[src/rtl/ps2_pkg.sv]
// Shared scancode constants, decoder state type and hex key table
// for the PS/2 hex-entry controller.
package ps2_pkg;

    localparam logic [7:0] SC_EXT   = 8'hE0;
    localparam logic [7:0] SC_BRK   = 8'hF0;
    localparam logic [7:0] SC_ENTER = 8'h5A;
    localparam logic [7:0] SC_BKSP  = 8'h66;
    localparam logic [7:0] SC_ESC   = 8'h76;

    typedef enum logic [1:0] {
        ST_IDLE,
        ST_EXT,
        ST_BRK,
        ST_EXT_BRK
    } dec_state_t;

    // Set-2 make codes for hex digits 0..F, indexed by digit value
    localparam logic [7:0] HEX_CODES [16] = '{
        8'h45, 8'h16, 8'h1E, 8'h26, 8'h25, 8'h2E, 8'h36, 8'h3D,
        8'h3E, 8'h46, 8'h1C, 8'h32, 8'h21, 8'h23, 8'h24, 8'h2B
    };

endpackage

[src/rtl/ps2_hex_decode.sv]
// Combinational lookup from a make code to its hex digit.
module ps2_hex_decode
    import ps2_pkg::*;
(
    input  logic [7:0] code,
    output logic [3:0] nibble,
    output logic       is_hex
);

    always_comb begin
        nibble = 4'h0;
        is_hex = 1'b0;
        for (int i = 0; i < 16; i++) begin
            if (code == HEX_CODES[i[3:0]]) begin
                nibble = i[3:0];
                is_hex = 1'b1;
            end
        end
    end

endmodule

[src/rtl/ps2_entry_ctrl.sv]
// Scancode decoder and hex-digit entry buffer with commit, backspace,
// escape and a prefix timeout.
module ps2_entry_ctrl
    import ps2_pkg::*;
#(
    parameter int DIGITS      = 4,
    parameter int TIMEOUT_CYC = 1_000_000
) (
    input  logic                  clk100mhz,
    input  logic                  reset_n,
    input  logic [7:0]            rx_data,
    input  logic                  rx_valid,
    input  logic                  rx_err,
    output logic [4*DIGITS-1:0]   entry,
    output logic [2:0]            entry_cnt,
    output logic [4*DIGITS-1:0]   value,
    output logic                  value_valid,
    output logic                  show_value
);

    localparam int W  = 4 * DIGITS;
    localparam int TW = $clog2(TIMEOUT_CYC + 1);
    localparam logic [2:0]    MAX_CNT  = 3'(DIGITS);
    localparam logic [TW-1:0] TMO_LAST = TW'(TIMEOUT_CYC - 1);

    dec_state_t    state;
    logic [TW-1:0] tmo_cnt;
    logic [3:0]    nibble;
    logic          is_hex;

    ps2_hex_decode u_hex (
        .code   (rx_data),
        .nibble (nibble),
        .is_hex (is_hex)
    );

    always_ff @(posedge clk100mhz) begin
        if (!reset_n) begin
            state       <= ST_IDLE;
            tmo_cnt     <= '0;
            entry       <= '0;
            entry_cnt   <= '0;
            value       <= '0;
            value_valid <= 1'b0;
            show_value  <= 1'b0;
        end else begin
            value_valid <= 1'b0;
            if (rx_valid) begin
                tmo_cnt <= '0;
                if (rx_err) begin
                    state <= ST_IDLE;
                end else begin
                    unique case (state)
                        ST_IDLE: begin
                            if (rx_data == SC_EXT) begin
                                state <= ST_EXT;
                            end else if (rx_data == SC_BRK) begin
                                state <= ST_BRK;
                            end else begin
                                unique case (1'b1)
                                    is_hex: begin
                                        entry      <= {entry[W-5:0], nibble};
                                        show_value <= 1'b0;
                                        if (entry_cnt != MAX_CNT)
                                            entry_cnt <= entry_cnt + 3'd1;
                                    end
                                    (rx_data == SC_BKSP): begin
                                        if (entry_cnt != 3'd0) begin
                                            entry      <= entry >> 4;
                                            entry_cnt  <= entry_cnt - 3'd1;
                                            show_value <= 1'b0;
                                        end
                                    end
                                    (rx_data == SC_ESC): begin
                                        entry      <= '0;
                                        entry_cnt  <= '0;
                                        show_value <= 1'b0;
                                    end
                                    (rx_data == SC_ENTER): begin
                                        if (entry_cnt != 3'd0) begin
                                            value       <= entry;
                                            value_valid <= 1'b1;
                                            entry       <= '0;
                                            entry_cnt   <= '0;
                                            show_value  <= 1'b1;
                                        end
                                    end
                                    default: ;
                                endcase
                            end
                        end
                        ST_EXT: begin
                            state <= (rx_data == SC_BRK) ? ST_EXT_BRK
                                                         : ST_IDLE;
                        end
                        default: state <= ST_IDLE;
                    endcase
                end
            end else if (state != ST_IDLE) begin
                // Abandon a dangling prefix once the line has been quiet
                if (tmo_cnt == TMO_LAST) begin
                    state   <= ST_IDLE;
                    tmo_cnt <= '0;
                end else begin
                    tmo_cnt <= tmo_cnt + TW'(1);
                end
            end else begin
                tmo_cnt <= '0;
            end
        end
    end

endmodule

[config.mk]
export PLATFORM = sky130hd
export DESIGN_NAME = ps2_entry_ctrl
export DESIGN_NICKNAME = d
export VERILOG_FILES = /design/src/rtl/ps2_pkg.sv /design/src/rtl/ps2_hex_decode.sv /design/src/rtl/ps2_entry_ctrl.sv
export SDC_FILE = /design/constraint.sdc
export NUM_CORES = 1
export LEC_CHECK = 0
export CORE_ASPECT_RATIO = 2
export CORE_MARGIN = 2
export CORE_UTILIZATION = 30
export CTS_BUF_LIST = sky130_fd_sc_hd__clkbuf_8
export CTS_CLUSTER_DIAMETER = 50
export DETAILED_ROUTE_END_ITERATION = 7
export GPL_TIMING_DRIVEN = 0
export HOLD_SLACK_MARGIN = 0.05
export PLACE_DENSITY_LB_ADDON = 0.1
export SYNTH_ARGS = -nofsm -noshare
export SYNTH_HDL_FRONTEND = slang
export SYNTH_SLANG_ARGS = --single-unit
[constraint.sdc]
create_clock -name clk100mhz -period 4.6 [get_ports clk100mhz]
set_input_delay 0.46 -clock clk100mhz [delete_from_list [all_inputs] [get_ports clk100mhz]]
set_output_delay 0.46 -clock clk100mhz [all_outputs]
set_load 0.01 [all_outputs]
Yosys cells after proc, flatten, opt, wreduce, memory -nomap -nowiden
Index checks and enable logic that the tools add are counted.

cells by class
  $add $sub $neg = 3
  multiply operators = 0
  div/mod/pow operators = 0
  order comparisons = 0
  eq/ne operators = 28
  shifts and indexed selects = 0
  multiplexer cells = 50
  bitwise operators = 8
  reduce and logical (&&, ||, !) cells = 15

operators by type and width
  cell                   number
  $eq 8x6->1 const B     11
  $pmux 16 s4            1
  $eq 8x7->1 const B     5
  $mux 16                2
  $mux 4                 8
  $eq 8x5->1 const B     3
  $mux 3                 7
  $add 20x1->20 const B  1
  $eq 20x20->1 const B   1
  $mux 1                 20
  $mux 2                 9
  $eq 8x8->1 const B     2
  $reduce_and 8->1       2
  $pmux 3 s4             1
  $reduce_and 9->1       1
  $not 1->1              8
  $reduce_and 7->1       1
  $reduce_or 7->1        1
  $ne 2x1->1 const B     3
  $reduce_bool 2->1      3
  $reduce_bool 3->1      2
  $ne 5x5->1 const B     1
  $pmux 2 s2             1
  $reduce_bool 4->1      1
  other kinds (9)        9

storage, ports and cells
  bits in registers = 59
  bits in latches = 0
  memory bits (writable) = 0
  bits in read-only memories = 0
  bits of input ports = 12
  output and inout port bits = 37
  logic and storage cells = 111
  memories kept = 0

Logic depth before layout (Yosys ltp)
  word-level depth = 20
  gate-level depth with buffers = 10
  depth with buffers taken out = 8

Cells and area by module
A second synthesis with hierarchy kept.

second synthesis, totals
  cells, all modules = 371
  area, all modules = 3156.8 um^2

modules (own cells, without submodules)
  module          times used  cells each  area an instance (um^2)  seq. area each (um^2)
  ps2_entry_ctrl  1           310         2702.6                   1181.1
  ps2_hex_decode  1           61          454.2                    0.0

Worst setup path before layout
No wires, ideal clock.

  kind = input-to-reg
  start point = in rx_data[4]
  end point = reg entry_cnt[2]
  library setup time = 0.060 ns
  data arrival time = 2.108 ns
  required time = 4.540 ns
  setup slack = 2.432 ns
  stages = 9
  buffers on the path = 2
  cell sequence = buf_6 nand2b_1 nand2b_4 nor2_1 clkbuf_1 fa_1 xor2_1 o41ai_1 o221a_1

on the way
  cells in the longest elaborated chain, start to end = 19
  elaborated cells between the ends (all ways) = 45
  those cells by class = eq/ne (24); mux (17); bitwise (2); reduce/logical (2)

ends and longest elaborated chain
  item                                                              RTL line              source
  start: declaration                                                ps2_entry_ctrl.sv:11  input logic [7:0] rx_data,
  $eq 8x7->1                                                        ps2_hex_decode.sv:14  if (code == HEX_CODES[i[3:0]]) begin
  $mux 1 (16 in a row)                                              ps2_hex_decode.sv:14
  $ne 2x1->1 (no source line) or $reduce_bool 4->1 (tied branches)  --
  $reduce_and 9->1 (no source line)                                 --
  end signal: assignment                                            ps2_entry_ctrl.sv:65  entry_cnt <= entry_cnt + 3'd1;
  end signal: assignment                                            ps2_entry_ctrl.sv:70  entry_cnt <= entry_cnt - 3'd1;
  end: declaration                                                  ps2_entry_ctrl.sv:15  output logic [2:0] entry_cnt,

Parallel ways exist; a longest one is shown, timed or not.
A chain may end at the register's enable or synchronous reset.

Worst setup path in the final report
  start point = in rx_data[7]
  end point = reg entry_cnt[2]

The elaborated chain is that of the path after synthesis.

==> results.yml <==
status:
  status: "finished, final reports clean"
clocking:
  hold_buffers: 0
  cts_root_buf: "clkbuf_8"
  cts.path.max_buffers: 2
  cts_buffers: 9
  h-tree-depth: 3
  cts_tree: "built"
  clock-sinks: 59
  cts.reportedPaths.clkPinSlew_ps: 70
  insertion_delay_ps: 350
  postCtsSetupBuffers: 0
  cts_resized: 0
yosys:
  synthCells: 363
  synth_top_flop_cell: "dfxtp_1"
  yosysTopAreaCell: "dfxtp_1"
  synth_edf_count: 0
  ys_async_sr_fraction_pct: 0
  synth_area_um2: 3140
  syn_nets: 377
  yosys.area.top_type_share_pct: 37.7
  ys_types: 68
  syn_avg_cell_area_um2: 8.64
  ys_seq_area_share_pct: 37.7
  netlist_top_cells_area: "dfxtp_1, nand2_1, a21oi_1"
  synth_commonest_cells: "dfxtp_1, nand2_1, nor2_1"
  yosys_warnings: 0
  yosysMostFrequentCell: "dfxtp_1"
  ys_seq_elements: 59
drt:
  num_vias: 2898
  postRouteAntennaNets: 0
  routed_wl_um: 9440
  drt_first_pass_iters: 4
  detail_route.iter0.violations: 107
  drc: 0
  via_per_inst: 5.17
  post_drt_wl_per_cell_um: 16.8
worst_setup_path:
  crit_type: "input port to flip-flop"
  worstPathArrival_ps: 3140
  startpoint: "rx_data[7]"
  r2r_end: "value[0]"
  critical_path_required_ps: 4900
  worst-path-max-fanout: 10
  endpoint: "entry_cnt[2]"
  cp-start-kind: "input port"
  ff2ff_setup_slack_ps: 2480
  reg2reg_depth: 5
  r2r-start: "state[0]"
  crit_path_end_kind: "flip-flop"
floorplanning:
  die_w_um: 76.3
  start_util_pct: 30.9
  io_pins: 49
  dieArea_um2: 11300
  fp.dieH_um: 149
  design.core.area_um2: 10100
  core.rowCount: 52
finish:
  register_area_um2: 1180
  layout.cells.non_filler: 561
  drive_above_1_share_pct: 14.6
  final_nets: 435
  multi_input_area_um2: 1800
  areaGrowthSynthToFinish_pct: 27.5
  antenna_cells: 0
  nFillCells: 1093
global_route:
  antenna_found_initial: 0
  grt_start_max_net_pins: 13
  grt_pass1_wl_um: 14600
  grt_pass1_vias: 2825
  track_usage_pct: 16.9
  grt_overflow_total: 0
worst_hold_path:
  hold_path_class: "flip-flop to flip-flop"
timing:
  finalSetupViolCount: 0
  slew_viol_final: 0
  worst_pin_slew_ps: 785
  slew_headroom_pct: 47.2
  fin_crit_ps: 2840
  final.setup.tns_ps: 0
  timing.fmax_ghz: 0.352
  finalCritPeriodShare_pct: 61.8
  finClkSkew_ps: 5.71
  hold_violations: 0
  rsz0062_at_grt: "no"
power_and_ir_drop:
  vdd_drop_max_v: 0.000143
  powerDensity_nw_per_um2: 290
  cellLeakagePower_uw: 0.00127
placement:
  portBuffers: 47
  dp_hpwl_um: 7410
  place_congestion: 0.852
  dp_cells: 545
job:
  maxCapViolCount: 0
==> sequential cells by signal (all words and copies together), names as in the netlist <==
register and flops:
value_valid 1, show_value 1, entry_cnt 3, entry 16, value 16, state 2, tmo_cnt 20
==> how the worst min path moves through the flow <==
stage,endpoint,depth (start not counted),start
after floorplan,tmo_cnt[0],1,tmo_cnt[0]
after global placement,tmo_cnt[0],1,tmo_cnt[0]
after detailed placement,tmo_cnt[0],1,tmo_cnt[0]
after CTS,tmo_cnt[0],1,tmo_cnt[0]
after global routing,value[10],2,value[10]
final,tmo_cnt[0],1,tmo_cnt[0]
==> report_power, final <==
| part | switching, µW | total, µW | internal, µW |
|---|---|---|---|
| clock | 234 | 542 | 308 |
| sequential | 5.12 | 519 | 514 |
| combinational | 59.1 | 99.7 | 40.6 |
==> logic make-up after synthesis <==
family / Yosys count / synth area share [%]
and+or+nand+nor: 159 / 27.3
muxes: 3 / 0.957
AOI/OAI and AO/OA: 93 / 23.1
buffers and inverters: 29 / 4.91
adders and majority gates: 2 / 1.04
DFF: 59 / 37.7
xor gates and xnor gates: 18 / 5.03
==> layout make-up <==
cell class                 count  share of cell area, %
buffer                        24                   3.38
clock buffer                   9                   3.10
clock inverter                 7                   2.50
inverter                       5                  0.469
multi-input combinational    275                   45.0
sequential                    59                   29.5
tap                          135                   4.22
timing repair buffer          47                   11.8
==> per-stage QoR <==
stage	cell area, µm²	utilization [%]	hold slack [ps]	worst slack, ps	power, µW
after floorplan	3140	-	413	2430	593
after CTS	4000	39.4	444	1720	1170
after global routing	4000	39.4	473	1620	1210
final	4000	39.4	444	1760	1160
after detailed placement	3780	37.2	433	1350	630
after global placement	3780	37.2	422	1350	629
==> placed cells by master, fill, tap and decap left out, drive strengths merged, types with 4 or more instances in the layout <==
master / n
a21oi: 37
nor3: 9
nand2: 50
a22oi: 8
nand4: 5
clkdlybuf4s50: 47
a32o: 6
nor4: 5
clkinv: 4
dfxtp: 59
o21ai: 8
clkbuf: 21
nor2: 34
or3: 5
xor2: 12
xnor2: 6
a211oi: 10
nand3: 11
inv: 6
nand2b: 7
buf: 12
and3: 6
==> per-layer routing <==
layer,GRT usage (%),vias up,wire [µm]
met5,0,-,0
met1,15.0,1373,3240
li1,-,1434,-
met4,9.18,0,357
met2,34.5,71,5570
met3,3.09,20,275
==> critical path, stage by stage <==
cell	delay, ps
clkdlybuf4s50_1	580
nand4bb_1	270
buf_2	200
nor2_1	330
clkbuf_1	450
fa_1	280
xor2_1	190
nand2_1	70
o41ai_1	80
o221a_1	220
Note: power is estimated with default switching activity, not from simulation.
